## config.mk

```make
export PLATFORM = sky130hd
export DESIGN_NAME = print_arbiter
export DESIGN_NICKNAME = d
export VERILOG_FILES = /design/src/rtl/print_arbiter.sv
export SDC_FILE = /design/constraint.sdc
export NUM_CORES = 1
export LEC_CHECK = 0
export ABC_AREA = 1
export CAP_MARGIN = 25
export CORE_MARGIN = 1
export CORE_UTILIZATION = 49
export DETAILED_ROUTE_END_ITERATION = 8
export PLACE_DENSITY = 0.87
export SYNTH_ARGS = -nofsm -noshare
export SYNTH_HDL_FRONTEND = slang
export SYNTH_SLANG_ARGS = --single-unit
```

## constraint.sdc

```tcl
create_clock -name clk -period 5.4 [get_ports clk]
set_input_delay 1.08 -clock clk [delete_from_list [all_inputs] [get_ports clk]]
set_output_delay 1.08 -clock clk [all_outputs]
set_load 0.03 [all_outputs]
```

## src/rtl/print_arbiter.sv

```systemverilog
// print_arbiter: round-robin owner-locked arbiter sharing one character-print sink among NREQ requesters.
// Define PRINT_ARB_TIMEOUT_EN to release a stalled owner after TMO idle cycles (adds tmo_flag port).

module print_arb_lane #(
    parameter int CW = 8
) (
    input  logic          sel,
    input  logic          req,
    input  logic [CW-1:0] chr,
    input  logic          last,
    input  logic          ready,
    output logic          valid,
    output logic [CW-1:0] chr_fwd,
    output logic          last_fwd,
    output logic          ack
);
    // Everything is zero unless this lane owns the grant, so the top can simply OR lanes together.
    assign valid    = sel & req;
    assign chr_fwd  = sel ? chr : '0;
    assign last_fwd = sel & last;
    assign ack      = sel & req & ready;
endmodule

module print_arbiter #(
    parameter int NREQ = 4,
    parameter int CW   = 8,
    parameter int TMO  = 16
) (
    input  logic               clk,
    input  logic               reset,
    input  logic [NREQ-1:0]    req,
    input  logic [NREQ*CW-1:0] req_char,
    input  logic [NREQ-1:0]    req_last,
    output logic [NREQ-1:0]    ack,
    output logic [NREQ-1:0]    gnt,
    output logic               out_valid,
    output logic [CW-1:0]      out_char,
    output logic               out_last,
    input  logic               out_ready,
    output logic [2:0]         out_owner,
    output logic [15:0]        msg_count
`ifdef PRINT_ARB_TIMEOUT_EN
    ,
    output logic               tmo_flag
`endif
);
    if (NREQ < 2 || NREQ > 8 || TMO < 1) begin : g_cfg_check
        $error("print_arbiter: unsupported NREQ or TMO");
    end

    typedef enum logic {IDLE, LOCK} state_t;

    state_t                  state, state_n;
    logic [NREQ-1:0]         gnt_n;
    logic [2:0]              ptr, ptr_n, owner_n, win, nxt;
    logic [15:0]             cnt_n;
    logic                    take;
    logic [NREQ-1:0]         lane_valid, lane_last;
    logic [NREQ-1:0][CW-1:0] lane_char;

    for (genvar i = 0; i < NREQ; i++) begin : g_lane
        print_arb_lane #(.CW(CW)) u_lane (
            .sel      (gnt[i]),
            .req      (req[i]),
            .chr      (req_char[i*CW +: CW]),
            .last     (req_last[i]),
            .ready    (out_ready),
            .valid    (lane_valid[i]),
            .chr_fwd  (lane_char[i]),
            .last_fwd (lane_last[i]),
            .ack      (ack[i])
        );
    end

    always_comb begin
        out_char = '0;
        for (int i = 0; i < NREQ; i++) out_char = out_char | lane_char[i];
    end

    assign out_valid = |lane_valid;
    assign out_last  = |lane_last;
    assign take      = out_valid & out_ready;

    // Scan downward so the candidate closest to ptr (smallest offset) is assigned last and wins.
    always_comb begin
        int idx;
        win = ptr;
        for (int k = NREQ - 1; k >= 0; k--) begin
            idx = int'(ptr) + k;
            if (idx >= NREQ) idx = idx - NREQ;
            if (req[idx]) win = 3'(idx);
        end
    end

    assign nxt = (out_owner == 3'(NREQ - 1)) ? 3'd0 : out_owner + 3'd1;

`ifdef PRINT_ARB_TIMEOUT_EN
    localparam int TW = $clog2(TMO + 1);

    logic [TW-1:0] stall_cnt, stall_cnt_n;
    logic          tmo_hit;

    assign tmo_hit = (state == LOCK) && !out_valid && (stall_cnt == TW'(TMO - 1));

    always_comb begin
        stall_cnt_n = '0;
        if (state == LOCK && !out_valid && !tmo_hit) stall_cnt_n = stall_cnt + 1'b1;
    end

    always_ff @(posedge clk or posedge reset) begin
        if (reset) begin
            stall_cnt <= '0;
            tmo_flag  <= 1'b0;
        end else begin
            stall_cnt <= stall_cnt_n;
            tmo_flag  <= tmo_hit;
        end
    end
`endif

    always_comb begin
        state_n = state;
        gnt_n   = gnt;
        owner_n = out_owner;
        ptr_n   = ptr;
        cnt_n   = msg_count;
        case (state)
            IDLE: begin
                if (|req) begin
                    state_n = LOCK;
                    gnt_n   = NREQ'(1) << win;
                    owner_n = win;
                end
            end
            LOCK: begin
                if (take && out_last) begin
                    state_n = IDLE;
                    gnt_n   = '0;
                    owner_n = '0;
                    ptr_n   = nxt;
                    cnt_n   = msg_count + 16'd1;
                end
`ifdef PRINT_ARB_TIMEOUT_EN
                else if (tmo_hit) begin
                    state_n = IDLE;
                    gnt_n   = '0;
                    owner_n = '0;
                    ptr_n   = nxt;
                end
`endif
            end
            default: begin
                state_n = IDLE;
                gnt_n   = '0;
                owner_n = '0;
            end
        endcase
    end

    always_ff @(posedge clk or posedge reset) begin
        if (reset) begin
            state     <= IDLE;
            gnt       <= '0;
            out_owner <= '0;
            ptr       <= '0;
            msg_count <= '0;
        end else begin
            state     <= state_n;
            gnt       <= gnt_n;
            out_owner <= owner_n;
            ptr       <= ptr_n;
            msg_count <= cnt_n;
        end
    end
endmodule

```

### Word-level counts from Yosys, hierarchy flattened

Cells that the tools add are included.

| storage, ports and cells | value |
|---|---|
| flip-flop bits (word level) | 27 |
| logic and storage cells | 83 |
| bits in writable memories | 0 |
| memory bits (read-only) | 0 |
| bits in latches | 0 |
| output and inout bits | 37 |
| memories kept | 0 |
| input port bits | 43 |

| cells by class | value |
|---|---|
| order comparisons | 8 |
| div/mod/pow operators | 0 |
| equality and inequality tests | 3 |
| bitwise gates (word level) | 17 |
| add/sub/neg operators | 9 |
| mux-type cells | 34 |
| reductions and logical operators | 6 |
| multipliers | 0 |
| shift-type cells | 1 |

Operators with widths:

| operator | count |
|---|---|
| less-than comparator 32 x 4 -> 1 bit, second input constant | 4 |
| two-way mux 32 bit | 4 |
| two-way mux 8 bit | 4 |
| OR 8 bit | 3 |
| two-way mux 3 bit | 7 |
| adder 16 x 1 -> 16 bit, second input constant | 1 |
| subtractor 4 x 3 -> 5 bit, second input constant | 3 |
| bitwise AND 1 bit | 13 |
| greater-or-equal comparator 4 x 3 -> 1 bit, second input constant | 3 |
| OR reduction 4 bit | 3 |
| two-way mux 1 bit | 10 |
| adder 3 x 2 -> 4 bit, second input constant | 2 |
| binary-select mux 1 bit (select 2 bit) | 4 |
| two-way mux 4 bit | 2 |
| one-hot mux 4 bit (2 select lines) | 1 |
| one-hot mux 3 bit (2 select lines) | 1 |
| adder 3 x 1 -> 4 bit, second input constant | 1 |
| AND reduction 2 bit | 2 |
| left shift 1 x 3 -> 4 bit, first input constant | 1 |
| subtractor 3 x 3 -> 4 bit, second input constant | 1 |
| adder 3 x 1 -> 3 bit, second input constant | 1 |
| equality test 3 x 2 -> 1 bit, second input constant | 1 |
| greater-or-equal comparator 3 bit, second input constant | 1 |
| != test 2 x 1 -> 1 bit, second input constant | 1 |
| 4 further kinds | 4 |

### Logic depth before layout (Yosys ltp)

Gate-level depths: netlist (run 1).

| depth | value |
|---|---|
| depth in word-level cells | 13 |
| mapped depth | 14 |
| mapped depth without buffers | 13 |

### Cells and area by module

A second synthesis (run 1) with hierarchy kept.

| unflattened totals | value |
|---|---|
| cell total of the unflattened synthesis | 311 |
| area, all modules | 2158.3 um^2 |

By module, submodules not included:

| module | instances | cells each | area an instance (um^2) |
|---|---|---|---|
| print_arbiter | 1 | 219 | 1742.9 |
| print_arb_lane | 4 | 23 | 103.8 |

### Least setup slack after synthesis (run 1)

OpenSTA, ideal clock, no wires.

| timing path | value |
|---|---|
| path type | input -> output |
| start | input req_char[16] |
| end | output out_char[0] |
| data required time | 4.320 ns |
| arrival time | 1.438 ns |
| setup slack | 2.882 ns |
| path buffers | 0 |
| stages | 2 |
| path through | nand2_1 -> nand4_1 |

| on the way | value |
|---|---|
| word-level cells in the longest chain between the ends | 3 |

RTL lines:

| what | RTL line | source |
|---|---|---|
| start: declaration | 32 | `input logic [NREQ*CW-1:0] req_char,` |
| two-way mux 8 bit | 19 | `assign chr_fwd = sel ? chr : '0;` |
| OR 8 bit (2 in a row) | 77 | `for (int i = 0; i < NREQ; i++) out_char = out_char \| lane_char[i];` |
| end: declaration | 37 | `output logic [CW-1:0] out_char,` |

No other way between the ends.

### Worst setup path in the final report (run 1)

| timing path | value |
|---|---|
| start | input req[3] |
| end | output out_valid |

| on the way | value |
|---|---|
| word-level cells in the longest chain between the ends | 2 |

RTL lines:

| what | RTL line | source |
|---|---|---|
| start: declaration | 31 | `input logic [NREQ-1:0] req,` |
| bitwise AND 1 bit | 18 | `assign valid = sel & req;` |
| OR reduction 4 bit | 80 | `assign out_valid = \|lane_valid;` |
| end: declaration | 36 | `output logic out_valid,` |

No other way between the ends.

==> impl_results.md, run 1 <==
* Run status: complete, no violations
* Netlist area before placement at 0.00219 sq mm
* Combined area of the multi-input logic cells at 0.00126 sq mm
* Count of hold-fix buffers inserted at cts at 0
* First-pass GRT wire length at 7.85 mm
* Post-cts resize count at 0
* Fraction of final layout cells sized beyond drive strength 1 at 0.125
* Synth cell types at 32
* Total leakage power at 1.45 nW
* Number of synthesized register bits at 27
* Router iterations before antenna repair at 4
* Post-synth top area share at 0.308
* Net count of the mapped netlist at 342
* Most frequent cells in the layout: sky130_fd_sc_hd__nand2_1, sky130_fd_sc_hd__clkdlybuf4s50_1, sky130_fd_sc_hd__inv_1, sky130_fd_sc_hd__dfrtp_1, sky130_fd_sc_hd__nand3_1
* Number of max-cap violations at 0
* Clock transition at path regs at 0.09 ns
* Setup_tns at 0 ns
* I/O pin total at 80
* Synth Area in Adders at 0.0513
* Row count at 23
* Number of warnings printed during yosys synthesis at 0
* Worst Max-Slew Pin Slew at 0.486 ns
* Largest net degree at the start of global routing at 28
* Final #Nets at 412
* Initial antenna violation count at 0
* Crit end category: output port
* Main combinational cell family by area after synthesis: simple AND/OR/NAND/NOR gates
* Final Wtd Congestion at 0.805
* Final Core Density at 0.722
* Cell breakdown of the critical path: clkdlybuf4s50_1 > nand2_1 > nand4_2 > clkdlybuf4s50_1
* Total count of hold-check failures in the final report at 0
* Number of port buffers at 79
* Via total after detailed routing at 2091
* Worst-case clock buffer depth at 2
* Worst slew margin at 0.676
* Clk_skew at 0.00142 ns
* Cells after synthesis at 290
* Share of the yosys chip area belonging to registers at 0.308
* Share of cell area taken by muxes after synthesis at 0
* Antenna-violating nets left at 0
* Average vias per placed instance at 5.11
* Final cycle utilization of the critical path at 0.660
* Critical path start-end classification: input pin to output port
* Critical path data required time at 4.32 ns
* GRT Resource Usage Total at 0.222
* Startpoint type of the worst setup path: input pin
* VDD IR max at 0.320 mV
* Slowest Stage Delay on Critical Path at 0.68 ns
* Count of fill cells added during filler insertion at 342
* Largest cells by area after synthesis: sky130_fd_sc_hd__dfrtp_1, sky130_fd_sc_hd__nand2_1, sky130_fd_sc_hd__inv_1, sky130_fd_sc_hd__ha_1, sky130_fd_sc_hd__nand2_2
* Most common library cell in the layout ignoring fill and taps: sky130_fd_sc_hd__nand2_1
* Number of H-tree branching levels at 1
* Ant diodes at 0
* Largest driver fanout on the critical path at 2
* Core area at 0.00414 sq mm
* Max-slew violations at 0
* Number of buffers created by CTS at 3
* Fraction of the mapped netlist area in simple logic gates at 0.420
* Arrival time reported for the critical path endpoint at 2.48 ns
* Cell type with the highest aggregate area in the netlist: sky130_fd_sc_hd__dfrtp_1
* Worst setup slack after placement at 1.84 ns
* Final setup fails at 0
* Post-layout min period at 3.56 ns
* RSZ-0062 raised after global routing: no
* Setup Fix Bufs, Post-CTS at 0
* Clock tree sinks at 27
* WL/cell at 12.9 um
* Min setup slack post-route at 1.84 ns
* Gr ovfl total at 0
* HPWL reported at the end of detailed placement at 4.18 mm
* Chip height at 68.9 um
* Mean area per synthesized cell at 7.56 sq um
* Compound-Gate Fraction of Synth Area at 0.0428
* Clock latency on the worst-skew pair at 0.27 ns
* DRC violation total after the first TritonRoute iteration at 65
* Number of global-route vias before repair at 1800
* Die ar. at 0.00475 sq mm
* Remaining routing DRC violations at 0
* Post-synthesis share of cell area spent on xor and xnor gates at 0.0599
* Area post-placement at 0.00292 sq mm
* Final non-filler cell area at 0.00299 sq mm
* Area growth from synthesis to layout at 36.4%
* Min-delay worst type: flip-flop to flip-flop
* Root Driver: sky130_fd_sc_hd__clkbuf_8
* CP dominant cell by count: sky130_fd_sc_hd__clkdlybuf4s50_1
* Reg area at 676 sq um
* TritonCTS clock tree: done
* Initial cell density of the core at 0.529
* Overall die width at 68.9 um
* Wirelength, routed at 5.29 mm
* Pwr per Cell Area at 463 mW/mm^2
* Fmax achieved at 0.281 GHz
* Critical-path top delay cell: sky130_fd_sc_hd__clkdlybuf4s50_1
-- synth_stat cells (all sizes together) --
cell type and number:
nand3b 2, ha 9, inv 33, dfrtp 27
o31ai 1, buf 15, nor2 18, nor3 3
o21bai 2, nand4 14, nand2 116, a21oi 4
o22ai 1, nor4 2, xnor2 8, nand3 22
xor2 7, o21ai 6
-- power breakdown --
| part | internal, mW | leakage (nW) | switching [mW] |
|---|---|---|---|
| Sequential | 0.252 | 0.335 | 0.104 |
| Clock | 0.0528 | 0.0228 | 0.0606 |
| Combinational | 0.377 | 1.10 | 0.539 |
| Total | 0.682 | 1.45 | 0.705 |
-- path summary, 6_finish.rpt --
check | to | cells past startpoint | from | slack [ns]
setup / recovery | out_valid | 4 | req[3] | 1.84
hold / removal | msg_count[0] | 1 | msg_count[0] | 0.54
setup reg to reg | gnt[0] | 11 | ptr[1] | 3.41
hold reg to reg | msg_count[0] | 1 | msg_count[0] | 0.54
max in group asynchronous | out_owner[1] | 3 | reset | 4.06
min in group asynchronous | msg_count[8] | 2 | reset | 0.99
-- cells by family (layout without fill, tap and decap cells) --
kind of cell,Yosys count,after routing
DFF,27,27
AOI/OAI and AO/OA,14,14
xor gates and xnor gates,15,15
and+or+nand+nor,177,177
buffers and inverters,48,117
adders and majority gates,9,9
-- sequential cells by signal, summed over array words and instances, names as in the netlist --
signal / flops
gnt: 4
out_owner: 3
ptr: 3
state: 1
msg_count: 16
-- metal layers --
metal  GRT usage  vias to the layer above  part of all wire  routed length [um]
met4      0.0434                        0            0.0064                  34
li1            -                     1045                 -                   -
met1       0.275                      976              0.40                2130
met3      0.0329                        4             0.082                 434
met2       0.405                       66              0.51                2690
met5           0                        -                 0                   0
-- cell type report --
class,count,share of cell area
sequential,27,0.226
tap,50,0.0209
multi-input combinational,215,0.421
inverter,33,0.0439
clock buffer,4,0.0151
timing repair buffer,80,0.274
-- through the flow --
step / hold slack (ns) / cells / power (mW)
2_1_floorplan: 0.502 / 290 / 1.03
3_3_place_gp: 0.518 / 404 / 1.25
3_5_place_dp: 0.532 / 404 / 1.28
4_1_cts: 0.548 / 408 / 1.39
5_1_grt: 0.581 / 409 / 1.50
6_report: 0.544 / 409 / 1.39
-- critical path: cells and delay by family --
family                 cells  cell delay, ns
buffers and inverters      2            1.16
AND/OR/NAND/NOR            2            0.23
No activity file was read; power rests on OpenSTA's default activity.
==> run 2, diff against run 1 <==
Settings changed: CORE_UTILIZATION 49 to 41, PLACE_DENSITY 0.87 to 0.78.
Clock period 5.4 ns to 3.2 ns, I/O delays scaled along.
==> run 2 against run 1 <==
Via count down 3.2%. Largest power group unchanged. Sequential share of layout area barely moved. Die area rose by 19%. Register-to-register slack got worse by 2.2 ns. Non-clock buffer count unchanged. Critical path type unchanged. Total power up 68%.
==> impl_results.md, run 2 (same netlist as run 1, synthesis figures left out) <==
* Run status: complete, no violations
* DRC violation total after the first TritonRoute iteration at 104
* Cell-internal power at 1.15 mW
* Total power consumption of the routed design at 2.33 mW
* Critical-path top delay cell: sky130_fd_sc_hd__clkdlybuf4s50_1
* RSZ-0062 raised after global routing: no
* Fraction of power spent switching nets at 0.508
* Total leakage power at 1.45 nW
* Clk_skew at 0.00775 ns
* Clock network fraction of design power at 0.084
* Startpoint type of the worst setup path: input pin
* Met3 WL post-DR at 292 um
* Ant diodes at 0
* Count of hold-fix buffers inserted at cts at 0
* Area post-placement at 0.00295 sq mm
* GRT Resource Usage Total at 0.186
* Number of port buffers at 79
* Sum of met2 wire segment lengths after detailed routing at 2.48 mm
* Most frequent cells in the layout: sky130_fd_sc_hd__nand2_1, sky130_fd_sc_hd__clkdlybuf4s50_1, sky130_fd_sc_hd__inv_1, sky130_fd_sc_hd__dfrtp_1, sky130_fd_sc_hd__nand3_1
* Gr ovfl total at 0
* Leading registers by flop count: msg_count (16), gnt (4)
* Remaining routing DRC violations at 0
* Arrival time reported for the critical path endpoint at 2.05 ns
* VDD IR max at 0.489 mV
* Number of buffers created by CTS at 3
* Logic depth of the worst register-to-register path at 12
* Min-delay worst type: flip-flop to flip-flop
* Average vias per placed instance at 4.72
* Wirelength, routed at 5.17 mm
* Clock transition at path regs at 0.09 ns
* Worst-case clock buffer depth at 2
* Clock tree sinks at 27
* Pwr per Cell Area at 778 mW/mm^2
* HPWL reported at the end of detailed placement at 3.95 mm
* Final setup fails at 0
* Final #Nets at 412
* WL met1 at 2.35 mm
* First-pass GRT wire length at 8.05 mm
* Total count of hold-check failures in the final report at 0
* TritonCTS clock tree: done
* Final non-filler cell area at 0.00300 sq mm
* Cell breakdown of the critical path: clkdlybuf4s50_1 > nand2_1 > nand4_2 > clkdlybuf4s50_1
* Largest net degree at the start of global routing at 28
* Final Wtd Congestion at 0.854
* Crit end category: output port
* Flip-flop count of the largest register, all copies and words added at 16
* Critical path start-end classification: input pin to output port
* Chip height at 75.1 um
* Worst Setup EP: out_valid
* Switching power at 1.19 mW
* Highest metal layer with signal wires: met4
* Slowest Stage Delay on Critical Path at 0.68 ns
* Critical path data required time at 2.56 ns
* Row count at 26
* Number of H-tree branching levels at 1
* Number of global-route vias before repair at 1822
* Reg-to-Reg End: gnt[3]
* CP dominant cell by count: sky130_fd_sc_hd__clkdlybuf4s50_1
* Combined area of the multi-input logic cells at 0.00126 sq mm
* Via total after detailed routing at 2025
* Fraction of final layout cells sized beyond drive strength 1 at 0.128
* I/O pin total at 80
* Setup slack on the worst flop-to-flop path at 1.21 ns
* Number of max-cap violations at 0
* Max-slew violations at 0
* Setup_tns at 0 ns
* Clock latency on the worst-skew pair at 0.28 ns
* WL/cell at 12.1 um
* Worst slew margin at 0.663
* Core area at 0.00514 sq mm
* Reg area at 676 sq um
* Root Driver: sky130_fd_sc_hd__clkbuf_8
* Count of fill cells added during filler insertion at 483
* Initial antenna violation count at 0
* Final Core Density at 0.583
* Combined buffer and inverter count along the critical path at 2
* Comb pwr share at 0.659
* Reg-to-reg critical path startpoint: ptr[0]
* Post-layout min period at 2.69 ns
* Largest delay contributor family on the critical path: buffers and inverters
* Fmax achieved at 0.372 GHz
* Antenna-violating nets left at 0
* Largest driver fanout on the critical path at 2
* Router iterations before antenna repair at 4
* Setup Fix Bufs, Post-CTS at 0
* Post-cts resize count at 0
* Die ar. at 0.00565 sq mm
* Initial cell density of the core at 0.427
* Sequential power share at 0.258
* Biggest register: msg_count
* Start point of the critical path: req[0]
* Worst Max-Slew Pin Slew at 0.506 ns
* Most common library cell in the layout ignoring fill and taps: sky130_fd_sc_hd__nand2_1
* Levels on crit path at 4
* Overall die width at 75.1 um
* Area growth from synthesis to layout at 36.7%
* Final cycle utilization of the critical path at 0.839
==> run 2: power groups by stage <==
stage	logic (mW)	registers (mW)	clock network [mW]
2_1_floorplan	1.12	0.612	0
3_3_place_gp	1.52	0.609	0
3_5_place_dp	1.54	0.610	0
4_1_cts	1.55	0.604	0.203
5_1_grt	1.69	0.628	0.218
6_report	1.54	0.601	0.195
==> run 2: per-layer routing <==
metal / track usage / vias up
li1: - / 1049
met1: 0.231 / 924
met2: 0.331 / 47
met3: 0.0295 / 5
met4: 0.0556 / 0
met5: 0 / -
==> run 2: area by class of cell <==
class                      count  share of cell area
multi-input combinational    215               0.420
tap                           70              0.0292
clock inverter                 1             0.00167
inverter                      33              0.0438
clock buffer                   3              0.0138
sequential                    27               0.225
timing repair buffer          80               0.266
==> run 2: worst min-delay path, stage by stage, from the launching register on <==
cell and delay (ns):
sky130_fd_sc_hd__dfrtp_1 0.39, sky130_fd_sc_hd__nand2_1 0.06, sky130_fd_sc_hd__nand2_1 0.06
==> run 2: worst min-delay path by stage <==
stage / startpoint / end / slack [ns] / cells after the start
CTS: msg_count[0] / msg_count[0] / 0.55 / 1
global placement: state / state / 0.52 / 2
global route: msg_count[0] / msg_count[0] / 0.58 / 1
finish: out_owner[1] / out_owner[1] / 0.53 / 2
detailed placement: msg_count[0] / msg_count[0] / 0.53 / 1
floorplan: state / state / 0.50 / 2
==> run 2: metrics by stage <==
step                instances  worst slack (ns)  hold WS, ns
global placement          425             0.533        0.524
global route              429             0.443        0.576
detailed placement        425             0.503        0.526
finish                    429             0.514        0.535
CTS                       429             0.500        0.547
floorplan                 290              1.48        0.502
==> run 3, diff against run 2 <==
Clock period 3.2 ns to 2.4 ns, I/O delays scaled along.
==> run 3 against run 2 <==
Combinational power grew 38%. Via count grew 1.6%. Final cell count grew 0.93%. Sequential share of layout area shrank 0.15 points. Flip-flop and latch count is the same. Cell area grew 1.3%. Utilization grew 0.73 points. Largest cell class unchanged. Largest power group unchanged.
==> impl_results.md, run 3 (same netlist as run 1, synthesis figures left out) <==
* Total power consumption of the routed design at 3.16 mW
* Final cycle utilization of the critical path at 0.965
* Row count at 26
* Gr ovfl total at 0
* Most common library cell in the layout ignoring fill and taps: sky130_fd_sc_hd__nand2_1
* Fraction of final layout cells sized beyond drive strength 1 at 0.143
* Remaining routing DRC violations at 0
* GRT Resource Usage Total at 0.191
* Leading registers by flop count: msg_count (16), gnt (4)
* Final setup fails at 0
* Overall die width at 75.1 um
* WL/cell at 12.1 um
* Arrival time reported for the critical path endpoint at 1.84 ns
* Wirelength, routed at 5.23 mm
* Run status: complete, no violations
* Pwr per Cell Area at 1040 mW/mm^2
* Number of buffers created by CTS at 3
* Via total after detailed routing at 2058
* Worst setup slack after placement at 0.0453 ns
* Combined buffer and inverter count along the critical path at 2
* Router iterations before antenna repair at 4
* Ant diodes at 0
* Clk_skew at 0.00232 ns
* Flip-flop count of the largest register, all copies and words added at 16
* Final Non-Filler Cells at 433
* Largest delay contributor family on the critical path: buffers and inverters
* Max-slew violations at 0
* Worst Max-Slew Pin Slew at 0.343 ns
* TritonCTS clock tree: done
* VDD IR max at 0.740 mV
* RSZ-0062 raised after global routing: no
* Min-delay worst type: flip-flop to flip-flop
* Chip height at 75.1 um
* CP dominant cell by count: sky130_fd_sc_hd__clkdlybuf4s50_1
* Clock tree sinks at 27
* Biggest register: msg_count
* Critical path start-end classification: input pin to output port
* Placed cells at 429
* Count of hold-fix buffers inserted at cts at 0
* Number of H-tree branching levels at 1
* Worst-case clock buffer depth at 2
* Largest net degree at the start of global routing at 28
* Initial antenna violation count at 0
* Startpoint type of the worst setup path: input pin
* Combined area of the multi-input logic cells at 0.00126 sq mm
* Final #Nets at 416
* Cell breakdown of the critical path: clkdlybuf4s50_1 > nand2_1 > nand4_2 > clkdlybuf4s50_1
* Total count of hold-check failures in the final report at 0
* Count of fill cells added during filler insertion at 486
* Final Wtd Congestion at 0.852
* First-pass GRT wire length at 8.31 mm
* Setup_tns at 0 ns
* Die ar. at 0.00565 sq mm
* Critical-path top delay cell: sky130_fd_sc_hd__clkdlybuf4s50_1
* DRC violation total after the first TritonRoute iteration at 61
* Antenna-violating nets left at 0
* Number of global-route vias before repair at 1889
* Crit end category: output port
* Most frequent cells in the layout: sky130_fd_sc_hd__nand2_1, sky130_fd_sc_hd__clkdlybuf4s50_1, sky130_fd_sc_hd__inv_1, sky130_fd_sc_hd__dfrtp_1, sky130_fd_sc_hd__nand3_1
* Number of max-cap violations at 0
* Min setup slack post-route at 0.0829 ns
* Core area at 0.00514 sq mm
* Area growth from synthesis to layout at 38.4%
* Number of port buffers at 79
* Initial cell density of the core at 0.427
* Total leakage power at 1.50 nW
* I/O pin total at 80
* Post-layout min period at 2.32 ns
* Worst slew margin at 0.769
* Root Driver: sky130_fd_sc_hd__clkbuf_8
* Largest driver fanout on the critical path at 2
* Fmax achieved at 0.432 GHz
* Average vias per placed instance at 4.75
* HPWL reported at the end of detailed placement at 4.10 mm
* Reg area at 679 sq um
* Critical path data required time at 1.92 ns
* Clock latency on the worst-skew pair at 0.27 ns
* Clock transition at path regs at 0.09 ns
* Slowest Stage Delay on Critical Path at 0.67 ns
run 3: cell types whose count changed in the layout (fill, tap and decap cells not counted), sizes merged:
cell,change
clkinv,-1
clkdlybuf4s50,-2
dlymetal6s2s,+2
buf,+4
clkbuf,+1
run 3: worst register-to-register path: cells and delay by family, from the launching register on:
family / cells / cell delay [ns]
compound gates: 1 / 0.07
fa+ha+maj: 1 / 0.37
buf+inv: 2 / 0.33
simple gates: 8 / 0.64
flops: 1 / 0.49
run 3: routing by layer:
| layer | global-route usage | share of wire |
|---|---|---|
| met1 | 0.244 | 0.45 |
| met2 | 0.330 | 0.49 |
| met3 | 0.0268 | 0.049 |
| met4 | 0.0679 | 0.0088 |
| met5 | 0 | 0 |
run 3: repair_timing:
| action | CTS | global route |
|---|---|---|
| resized for setup | 1 | 4 |
| setup buffers | 0 | 0 |
| setup endpoints to repair | 1 | 4 |
run 3: report_power, final:
group          internal [mW]  total, mW  leakage [nW]  switching, mW
combinational          0.876       2.13          1.15           1.25
clock                  0.119      0.256        0.0228          0.137
sequential             0.572      0.775         0.330          0.203
run 3: metrics by stage:
stage,cell area (sq um),util,hold slack (ns)
2_1_floorplan,2190,-,0.502
3_3_place_gp,2980,0.580,0.520
3_5_place_dp,2980,0.580,0.528
4_1_cts,3030,0.589,0.548
5_1_grt,3040,0.591,0.566
6_report,3040,0.591,0.544
run 3: worst paths after layout:
path                                   start       endpoint  slack, ns  depth (start not counted)
worst max-delay path                  req[3]      out_valid       0.08                          4
max in group asynchronous              reset         gnt[0]       1.56                          3
worst min register to register  msg_count[0]   msg_count[0]       0.54                          1
worst max register to register        ptr[1]         gnt[1]       0.40                         12
worst min-delay path            msg_count[0]   msg_count[0]       0.54                          1
min in group asynchronous              reset  msg_count[11]       0.57                          3
run 3: area by class of cell:
type | count | share of cell area
Clock buffer | 4 | 0.0148
Sequential cell | 27 | 0.224
Tap cell | 70 | 0.0289
Timing Repair Buffer | 84 | 0.275
Multi-Input combinational cell | 215 | 0.415
Inverter | 33 | 0.0433
